File: src/rtl/pc_fetch_unit.sv
// rtl/pc_fetch_unit.sv - PC stage feeding the instruction ROM: next-PC select, stall/halt, address trap, fetch counter
module pc_fetch_unit #(
    parameter logic [31:0] RESET_PC  = 32'h0040_0024,
    parameter int          ROM_DEPTH = 64,
    parameter int          COUNT_W   = 32
) (
    input  logic               clk,
    input  logic               rst_n,
    input  logic               stall,
    input  logic               branch_taken,
    input  logic [31:0]        branch_offset,
    input  logic               jump,
    input  logic [25:0]        jump_target,
    input  logic               jr,
    input  logic [31:0]        jr_target,
    input  logic               halt_req,
    output logic [31:0]        pc,
    output logic [31:0]        pc_plus4,
    output logic               fetch_valid,
    output logic               halted,
    output logic               addr_err,
    output logic [COUNT_W-1:0] fetch_count
);

    typedef enum logic [1:0] {START, RUN, HALT, ERR} state_t;

    // One bit wider so a window touching the top of the address space cannot overflow.
    localparam logic [32:0]        ROM_END   = {1'b0, RESET_PC} + 33'(4 * ROM_DEPTH);
    localparam logic [COUNT_W-1:0] COUNT_MAX = '1;
    localparam logic [COUNT_W-1:0] COUNT_ONE = COUNT_W'(1);

    state_t      state;
    logic [31:0] next_pc;
    logic        next_ok;

    assign pc_plus4 = pc + 32'd4;

    always_comb begin
        next_pc = pc_plus4;
        if (jr)
            next_pc = jr_target;
        else if (jump)
            next_pc = {pc_plus4[31:28], jump_target, 2'b00};
        else if (branch_taken)
            next_pc = pc_plus4 + (branch_offset << 2);
        next_ok = (next_pc[1:0] == 2'b00) && (next_pc >= RESET_PC)
                  && ({1'b0, next_pc} < ROM_END);
    end

    always_ff @(posedge clk or negedge rst_n) begin
        if (!rst_n) begin
            state       <= START;
            pc          <= RESET_PC;
            fetch_count <= '0;
            fetch_valid <= 1'b0;
            halted      <= 1'b0;
            addr_err    <= 1'b0;
        end else begin
            case (state)
                START: begin
                    state       <= RUN;
                    fetch_valid <= 1'b1;
                end
                RUN: begin
                    if (halt_req) begin
                        state       <= HALT;
                        fetch_valid <= 1'b0;
                        halted      <= 1'b1;
                    end else if (!stall) begin
                        if (next_ok) begin
                            pc <= next_pc;
                            if (fetch_count != COUNT_MAX)
                                fetch_count <= fetch_count + COUNT_ONE;
                        end else begin
                            state       <= ERR;
                            fetch_valid <= 1'b0;
                            addr_err    <= 1'b1;
                        end
                    end
                end
                default: state <= state;
            endcase
        end
    end

endmodule

File: config.mk
export PLATFORM = sky130hd
export DESIGN_NAME = pc_fetch_unit
export DESIGN_NICKNAME = d
export VERILOG_FILES = /design/src/rtl/pc_fetch_unit.sv
export SDC_FILE = /design/constraint.sdc
export NUM_CORES = 1
export LEC_CHECK = 0
export BUFFER_PORTS_ARGS = -buffer_cell sky130_fd_sc_hd__buf_2
export CORE_ASPECT_RATIO = 1.1
export CORE_MARGIN = 2
export CORE_UTILIZATION = 53
export CTS_BUF_LIST = sky130_fd_sc_hd__clkbuf_16
export DETAILED_ROUTE_END_ITERATION = 8
export HOLD_SLACK_MARGIN = 0.1
export PLACE_DENSITY_LB_ADDON = 0.2
export SLEW_MARGIN = 20
export SYNTH_ARGS = -nofsm -noshare
export SYNTH_HDL_FRONTEND = slang
export SYNTH_SLANG_ARGS = --single-unit
File: constraint.sdc
create_clock -name clk -period 9.55 [get_ports clk]
set_input_delay 2.3875 -clock clk [delete_from_list [all_inputs] [get_ports clk]]
set_output_delay 2.3875 -clock clk [all_outputs]
set_load 0.02 [all_outputs]
## Word level (Yosys, flattened, before mapping)

Index checks and enable logic that the tools add are counted.

- Add/sub/neg operators: 3
- Multiply operators: 0
- Div/mod/pow operators: 0
- Order comparisons: 2
- Equality and inequality tests: 4
- Shift-type cells: 0
- Mux-type cells: 11
- Bitwise gates (word level): 3
- Reduce and logical (&&, ||, !) cells: 10

Operator list:

| cell | number |
|---|---|
| $mux W32 | 3 |
| $add A32 B1 Y32 const B | 1 |
| $add A32 B3 Y32 const B | 1 |
| $add A32 B32 Y32 | 1 |
| $ge A32 B23 Y1 const B | 1 |
| $lt A32 B23 Y1 const B | 1 |
| $ne A32 B32 Y1 const B | 1 |
| $reduce_and A4 Y1 | 2 |
| $mux W2 | 3 |
| $ne A3 B3 Y1 const B | 2 |
| $reduce_and A5 Y1 | 1 |
| $logic_not A2 Y1 | 2 |
| $pmux W2 S2 | 1 |
| $mux W1 | 3 |
| $not A1 Y1 | 3 |
| $reduce_and A3 Y1 | 1 |
| $eq A2 B1 Y1 const B | 1 |
| $logic_and A1 B1 Y1 | 2 |
| $pmux W1 S2 | 1 |
| $reduce_and A2 Y1 | 1 |
| $reduce_bool A2 Y1 | 1 |

- Flip-flop bits (word level): 69
- Bits in latches: 0
- RAM bits: 0
- Bits in read-only memories: 0
- Input port bits: 97
- Word-level logic and storage cells: 39
- Memories: 0

## Depth between registers and ports, before layout

- Word-level depth: 12
- Depth in mapped cells: 20
- Gate-level depth less buffers: 18

## Worst setup path after synthesis

OpenSTA, ideal clock, no wires.

- Path kind: input to register
- Start point: input branch_offset[0]
- End point: register fetch_count[1]
- Arrival: 6.046 ns
- Data required time: 9.425 ns
- Slack: 3.379 ns
- Stages on the path: 14
- Buffers on the path: 1
- Path through: ha_1 > fa_1 > a21o_1 > a221o_1 > a21o_1 > a221oi_1 > xor2_1 > o221ai_1 > nand4bb_1 > or4_1 > or4_1 > buf_6 > nor2_1 > mux2_2

- Word-level cells in the longest chain between the ends: 8
- Elaborated cells on any way between the ends: 9
- Classes of those cells: 1 x add/sub; 2 x order compare; 3 x mux; 3 x reduce/logical

Ends and longest elaborated chain:

| element | line | RTL |
|---|---|---|
| start: declaration | 11 | `input logic [31:0] branch_offset,` |
| $add A32 B32 Y32 (*) | 45 | `next_pc = pc_plus4 + (branch_offset << 2);` |
| $mux W32 (*) | 44 | `else if (branch_taken)` |
| $mux W32 (*) | 42 | `else if (jump)` |
| $mux W32 (*) | 40 | `if (jr)` |
| $ge A32 B23 Y1 | 46 | `next_ok = (next_pc[1:0] == 2'b00) && (next_pc >= RESET_PC)` |
| $logic_and A1 B1 Y1 | 46 |  |
| $logic_and A1 B1 Y1 (*) | 47 | `&& ({1'b0, next_pc} < ROM_END);` |
| $reduce_and A5 Y1 (no line) (*) | n/a |  |
| end signal: assignment | 73 | `fetch_count <= fetch_count + COUNT_ONE;` |
| end: declaration | 22 | `output logic [COUNT_W-1:0] fetch_count` |

Every way passes the cells marked *; elsewhere a longest branch is shown, timed or not.
A chain may end at the register's enable or synchronous reset.

## Worst setup path after layout

- Start point: input branch_offset[0]
- End point: register fetch_count[7]

The elaborated chain is that of the path after synthesis.

==> run_summary.xml <==
<?xml version="1.0" encoding="UTF-8"?>
<metrics>
  <group name="outcome">
    <metric name="run_status" unit="">completed</metric>
  </group>
  <group name="logic_synthesis">
    <metric name="synth_top_family_by_area" unit="">simple AND/OR/NAND/NOR gates</metric>
    <metric name="synth_mux_area_share" unit="%">2.95</metric>
    <metric name="synth-compound-area-share" unit="%">18.9</metric>
    <metric name="synthesis.yosys.warnings" unit="">0</metric>
    <metric name="syn_area" unit="um2">6030</metric>
    <metric name="syn_inst" unit="">732</metric>
    <metric name="synth_ff_type" unit="">sky130_fd_sc_hd__dfrtp_1</metric>
    <metric name="synth-edff-count" unit="">0</metric>
    <metric name="synth-xor-area-share" unit="%">10.2</metric>
    <metric name="post_synth.cell_area_avg" unit="um2">8.23</metric>
    <metric name="syn-num-nets" unit="">863</metric>
    <metric name="synth_fa_ha_area_share" unit="%">7.18</metric>
    <metric name="number_of_storage_elements_in_the_synthesis_netlist" unit="">69</metric>
    <metric name="synth_sequential_area_ratio" unit="%">28.7</metric>
    <metric name="async_reset_ff_share" unit="%">100</metric>
    <metric name="post_synth_and_or_nand_nor_area_fraction" unit="%">28.6</metric>
    <metric name="synth.lib_cells_used.distinct" unit="">73</metric>
  </group>
  <group name="setup_path">
    <metric name="slowest_cell_on_crit_path" unit="">sky130_fd_sc_hd__a221oi_1</metric>
    <metric name="cp-endpoint" unit="">fetch_count[7]</metric>
    <metric name="cp_cell_sequence" unit="">buf_2 -&gt; ha_1 -&gt; fa_1 -&gt; a21o_1 -&gt; a221o_1 -&gt; a21o_1 -&gt; a221oi_1 -&gt; xor2_1 -&gt; o221ai_1 -&gt; nand4bb_1 -&gt; or4_1 -&gt; or4_4 -&gt; nor4_1 -&gt; xor2_1</metric>
    <metric name="startpoint_type" unit="">primary input</metric>
    <metric name="worstPathMaxFanout" unit="">64</metric>
    <metric name="critPathKind" unit="">primary input to register</metric>
    <metric name="worst_setup_path_startpoint" unit="">branch_offset[0]</metric>
    <metric name="r2r.worst_path.cells" unit="">16</metric>
    <metric name="r2r_slack" unit="ns">3.07</metric>
    <metric name="worst-path-buf-inv" unit="">1</metric>
    <metric name="critical_path_data_arrival_time" unit="ns">7.16</metric>
    <metric name="crit-reg2reg-capture" unit="">fetch_count[7]</metric>
    <metric name="timing.critical_path.max_delay_family" unit="">simple AND/OR/NAND/NOR gates</metric>
    <metric name="end_kind" unit="">register</metric>
    <metric name="crit_cells" unit="">14</metric>
    <metric name="critPathRequiredTime" unit="ns">9.79</metric>
    <metric name="worstReg2RegStart" unit="">pc[2]</metric>
    <metric name="cpPeakStageDelay" unit="ns">0.74</metric>
  </group>
  <group name="cts">
    <metric name="cts_made_buffers" unit="">9</metric>
    <metric name="cts_sinks" unit="">69</metric>
    <metric name="cts.clk_slew.worst_paths" unit="ns">0.05</metric>
    <metric name="ctsHoldBuffers" unit="">0</metric>
    <metric name="cts_repair_resize_count" unit="">0</metric>
    <metric name="cts_tree" unit="">done</metric>
    <metric name="post_cts_buffers" unit="">0</metric>
    <metric name="clock-root-buffer" unit="">sky130_fd_sc_hd__clkbuf_16</metric>
    <metric name="h-tree-depth" unit="">3</metric>
    <metric name="cts-root-to-sink-buffers" unit="">2</metric>
    <metric name="clock_insertion_delay_worst_skew" unit="ns">0.33</metric>
  </group>
  <group name="die">
    <metric name="count_of_standard_cell_rows" unit="">40</metric>
    <metric name="die_x" unit="um">106</metric>
    <metric name="initial_core_util" unit="%">54.7</metric>
    <metric name="die_h" unit="um">116</metric>
    <metric name="io_pins" unit="">196</metric>
    <metric name="coreArea" unit="um2">11000</metric>
    <metric name="die-area" unit="um2">12200</metric>
  </group>
  <group name="routing">
    <metric name="drt_first_pass_iters" unit="">7</metric>
    <metric name="drcViolationCount" unit="">0</metric>
    <metric name="detail_route.wirelength" unit="mm">21.2</metric>
    <metric name="avgRoutedWirePerCell" unit="um">20.0</metric>
    <metric name="detailroute.via_count" unit="">6595</metric>
    <metric name="drt-vias-per-instance" unit="">6.23</metric>
    <metric name="drt-initial-drc-count" unit="">546</metric>
    <metric name="postRouteAntennaNets" unit="">0</metric>
  </group>
  <group name="place">
    <metric name="port_buffers" unit="">193</metric>
    <metric name="gp_congestion" unit="">0.993</metric>
    <metric name="place.detailed.hpwl" unit="mm">16.5</metric>
    <metric name="placement.setup.worst_slack" unit="ns">1.98</metric>
  </group>
  <group name="sta">
    <metric name="final_hold_viol_count" unit="">0</metric>
    <metric name="fin_worst_skew" unit="ns">0.00471</metric>
    <metric name="fmax" unit="GHz">0.145</metric>
    <metric name="rsz0062_at_grt" unit="">no</metric>
    <metric name="setup_violations" unit="">0</metric>
    <metric name="max_slew.worst_pin.slew" unit="ns">0.873</metric>
    <metric name="min_period" unit="ns">6.92</metric>
    <metric name="final_min_period_over_clock_period" unit="%">72.4</metric>
    <metric name="final_max_slew_violation_count" unit="">0</metric>
    <metric name="tns_setup" unit="ns">0</metric>
    <metric name="normalized_max_slew_margin" unit="%">41.7</metric>
    <metric name="postLayoutSetupSlackWorst" unit="ns">2.63</metric>
  </group>
  <group name="layout">
    <metric name="drive_gt1_share" unit="%">24.9</metric>
    <metric name="num_antenna_cells" unit="">0</metric>
    <metric name="most_common_cell_after_layout_fill_and_taps_aside" unit="">sky130_fd_sc_hd__buf_2</metric>
    <metric name="most-common-layout-cells" unit="">193 x sky130_fd_sc_hd__buf_2, 70 x sky130_fd_sc_hd__nand2_1, 66 x sky130_fd_sc_hd__dfrtp_1, 53 x sky130_fd_sc_hd__nor2_1, 45 x sky130_fd_sc_hd__a21oi_1</metric>
    <metric name="growth_of_design_area_from_synthesis_to_finish" unit="%">21.6</metric>
    <metric name="nNetsFinal" unit="">1037</metric>
  </group>
  <group name="pwr">
    <metric name="worst_ir_drop_vdd" unit="uV">128</metric>
    <metric name="power_density" unit="nW/um2">97.1</metric>
    <metric name="p_leak" unit="nW">3.80</metric>
  </group>
  <group name="global_route">
    <metric name="first_pass_grt_wire_length" unit="mm">32.8</metric>
    <metric name="initial_antenna_violation_count" unit="">0</metric>
    <metric name="grt_start_max_net_pins" unit="">70</metric>
    <metric name="globalRouteOverflowTotal" unit="">0</metric>
    <metric name="grtUsageTotal" unit="%">34.1</metric>
    <metric name="via_count_of_the_first_global_routing_pass" unit="">6260</metric>
  </group>
  <group name="flow_run">
    <metric name="drv.max_cap_violation_count" unit="">0</metric>
  </group>
  <group name="worst_hold_path">
    <metric name="worst_hold_path_type" unit="">register to register</metric>
  </group>
</metrics>
-- cells in the mapped netlist (15+ instances only) --
cell type                  number  area share [%]
sky130_fd_sc_hd__dfrtp_1       66              27
sky130_fd_sc_hd__ha_1          33             6.9
sky130_fd_sc_hd__nand2_1       70             4.4
sky130_fd_sc_hd__xor2_1        42             6.1
sky130_fd_sc_hd__nand4_1       25             2.6
sky130_fd_sc_hd__nor3_1        25             2.1
sky130_fd_sc_hd__and3_1        18             1.9
sky130_fd_sc_hd__xnor2_1       28             4.1
sky130_fd_sc_hd__o21ai_0       32             2.7
sky130_fd_sc_hd__nor2_1        53             3.3
sky130_fd_sc_hd__and2_1        31             3.2
sky130_fd_sc_hd__inv_1         15            0.93
sky130_fd_sc_hd__nand3_1       38             3.2
sky130_fd_sc_hd__clkbuf_1      23             1.4
sky130_fd_sc_hd__a21oi_1       45             3.7
-- worst reg2reg max path: cells and delay by family (launching register included) --
| family | cells | cell delay, ns |
|---|---|---|
| and+or+nand+nor | 7 | 3.18 |
| DFF | 1 | 0.59 |
| buffers and inverters | 1 | 0.10 |
| AOI/OAI and AO/OA | 3 | 1.06 |
| xor gates and xnor gates | 3 | 0.88 |
| adders and majority gates | 2 | 0.59 |
-- where the power goes --
group	internal, mW	switching (mW)
Clock	0.198	0.114
Sequential	0.293	0.000130
Combinational	0.0423	0.0647
-- flip-flops by register name, summed over array words and instances, names as in the netlist --
register,flops
addr_err,1
fetch_count,32
fetch_valid,1
state,2
pc,32
halted,1
-- area by class of cell --
cell class,instances,area (um2)
fill,972,3680
clock buffer,9,225
sequential,69,1730
clock inverter,7,57.6
timing repair buffer,194,973
tap,147,184
multi-input combinational,615,4100
inverter,17,63.8
-- through the flow --
| stage | power (mW) | util, % | cell area (um2) | instances | hold WS (ns) |
|---|---|---|---|---|---|
| 2_1_floorplan | 0.356 | - | 6030 | 732 | 0.483 |
| 3_3_place_gp | 0.400 | 63.9 | 7040 | 1042 | 0.437 |
| 3_5_place_dp | 0.402 | 63.9 | 7040 | 1042 | 0.440 |
| 4_1_cts | 0.714 | 66.5 | 7320 | 1058 | 0.452 |
| 5_1_grt | 0.739 | 66.6 | 7330 | 1058 | 0.464 |
| 6_report | 0.712 | 66.6 | 7330 | 1058 | 0.451 |
-- cells by family (layout without fill, tap and decap cells) --
kind of cell | Yosys count | after routing
simple gates | 324 | 324
flops | 69 | 69
xor+xnor | 70 | 70
mux | 17 | 17
fa+ha+maj | 34 | 34
buf+inv | 48 | 227
compound gates | 170 | 170
-- worst min-delay path by stage --
stage | start | slack, ns | end | cells after the start
2_1_floorplan | state[1] | 0.48 | state[0] | 1
3_3_place_gp | halted | 0.44 | halted | 1
3_5_place_dp | halted | 0.44 | halted | 1
4_1_cts | halted | 0.45 | halted | 1
5_1_grt | halted | 0.46 | halted | 1
6_report | halted | 0.45 | halted | 1
-- per-layer routing --
metal,track usage (%),vias up,share of wire (%)
li1,-,3065,-
met1,43.2,3101,40
met2,57.5,364,47
met3,5.46,65,8.5
met4,15.9,0,4.2
met5,0,-,0
Note: power is estimated with default switching activity, not from simulation.
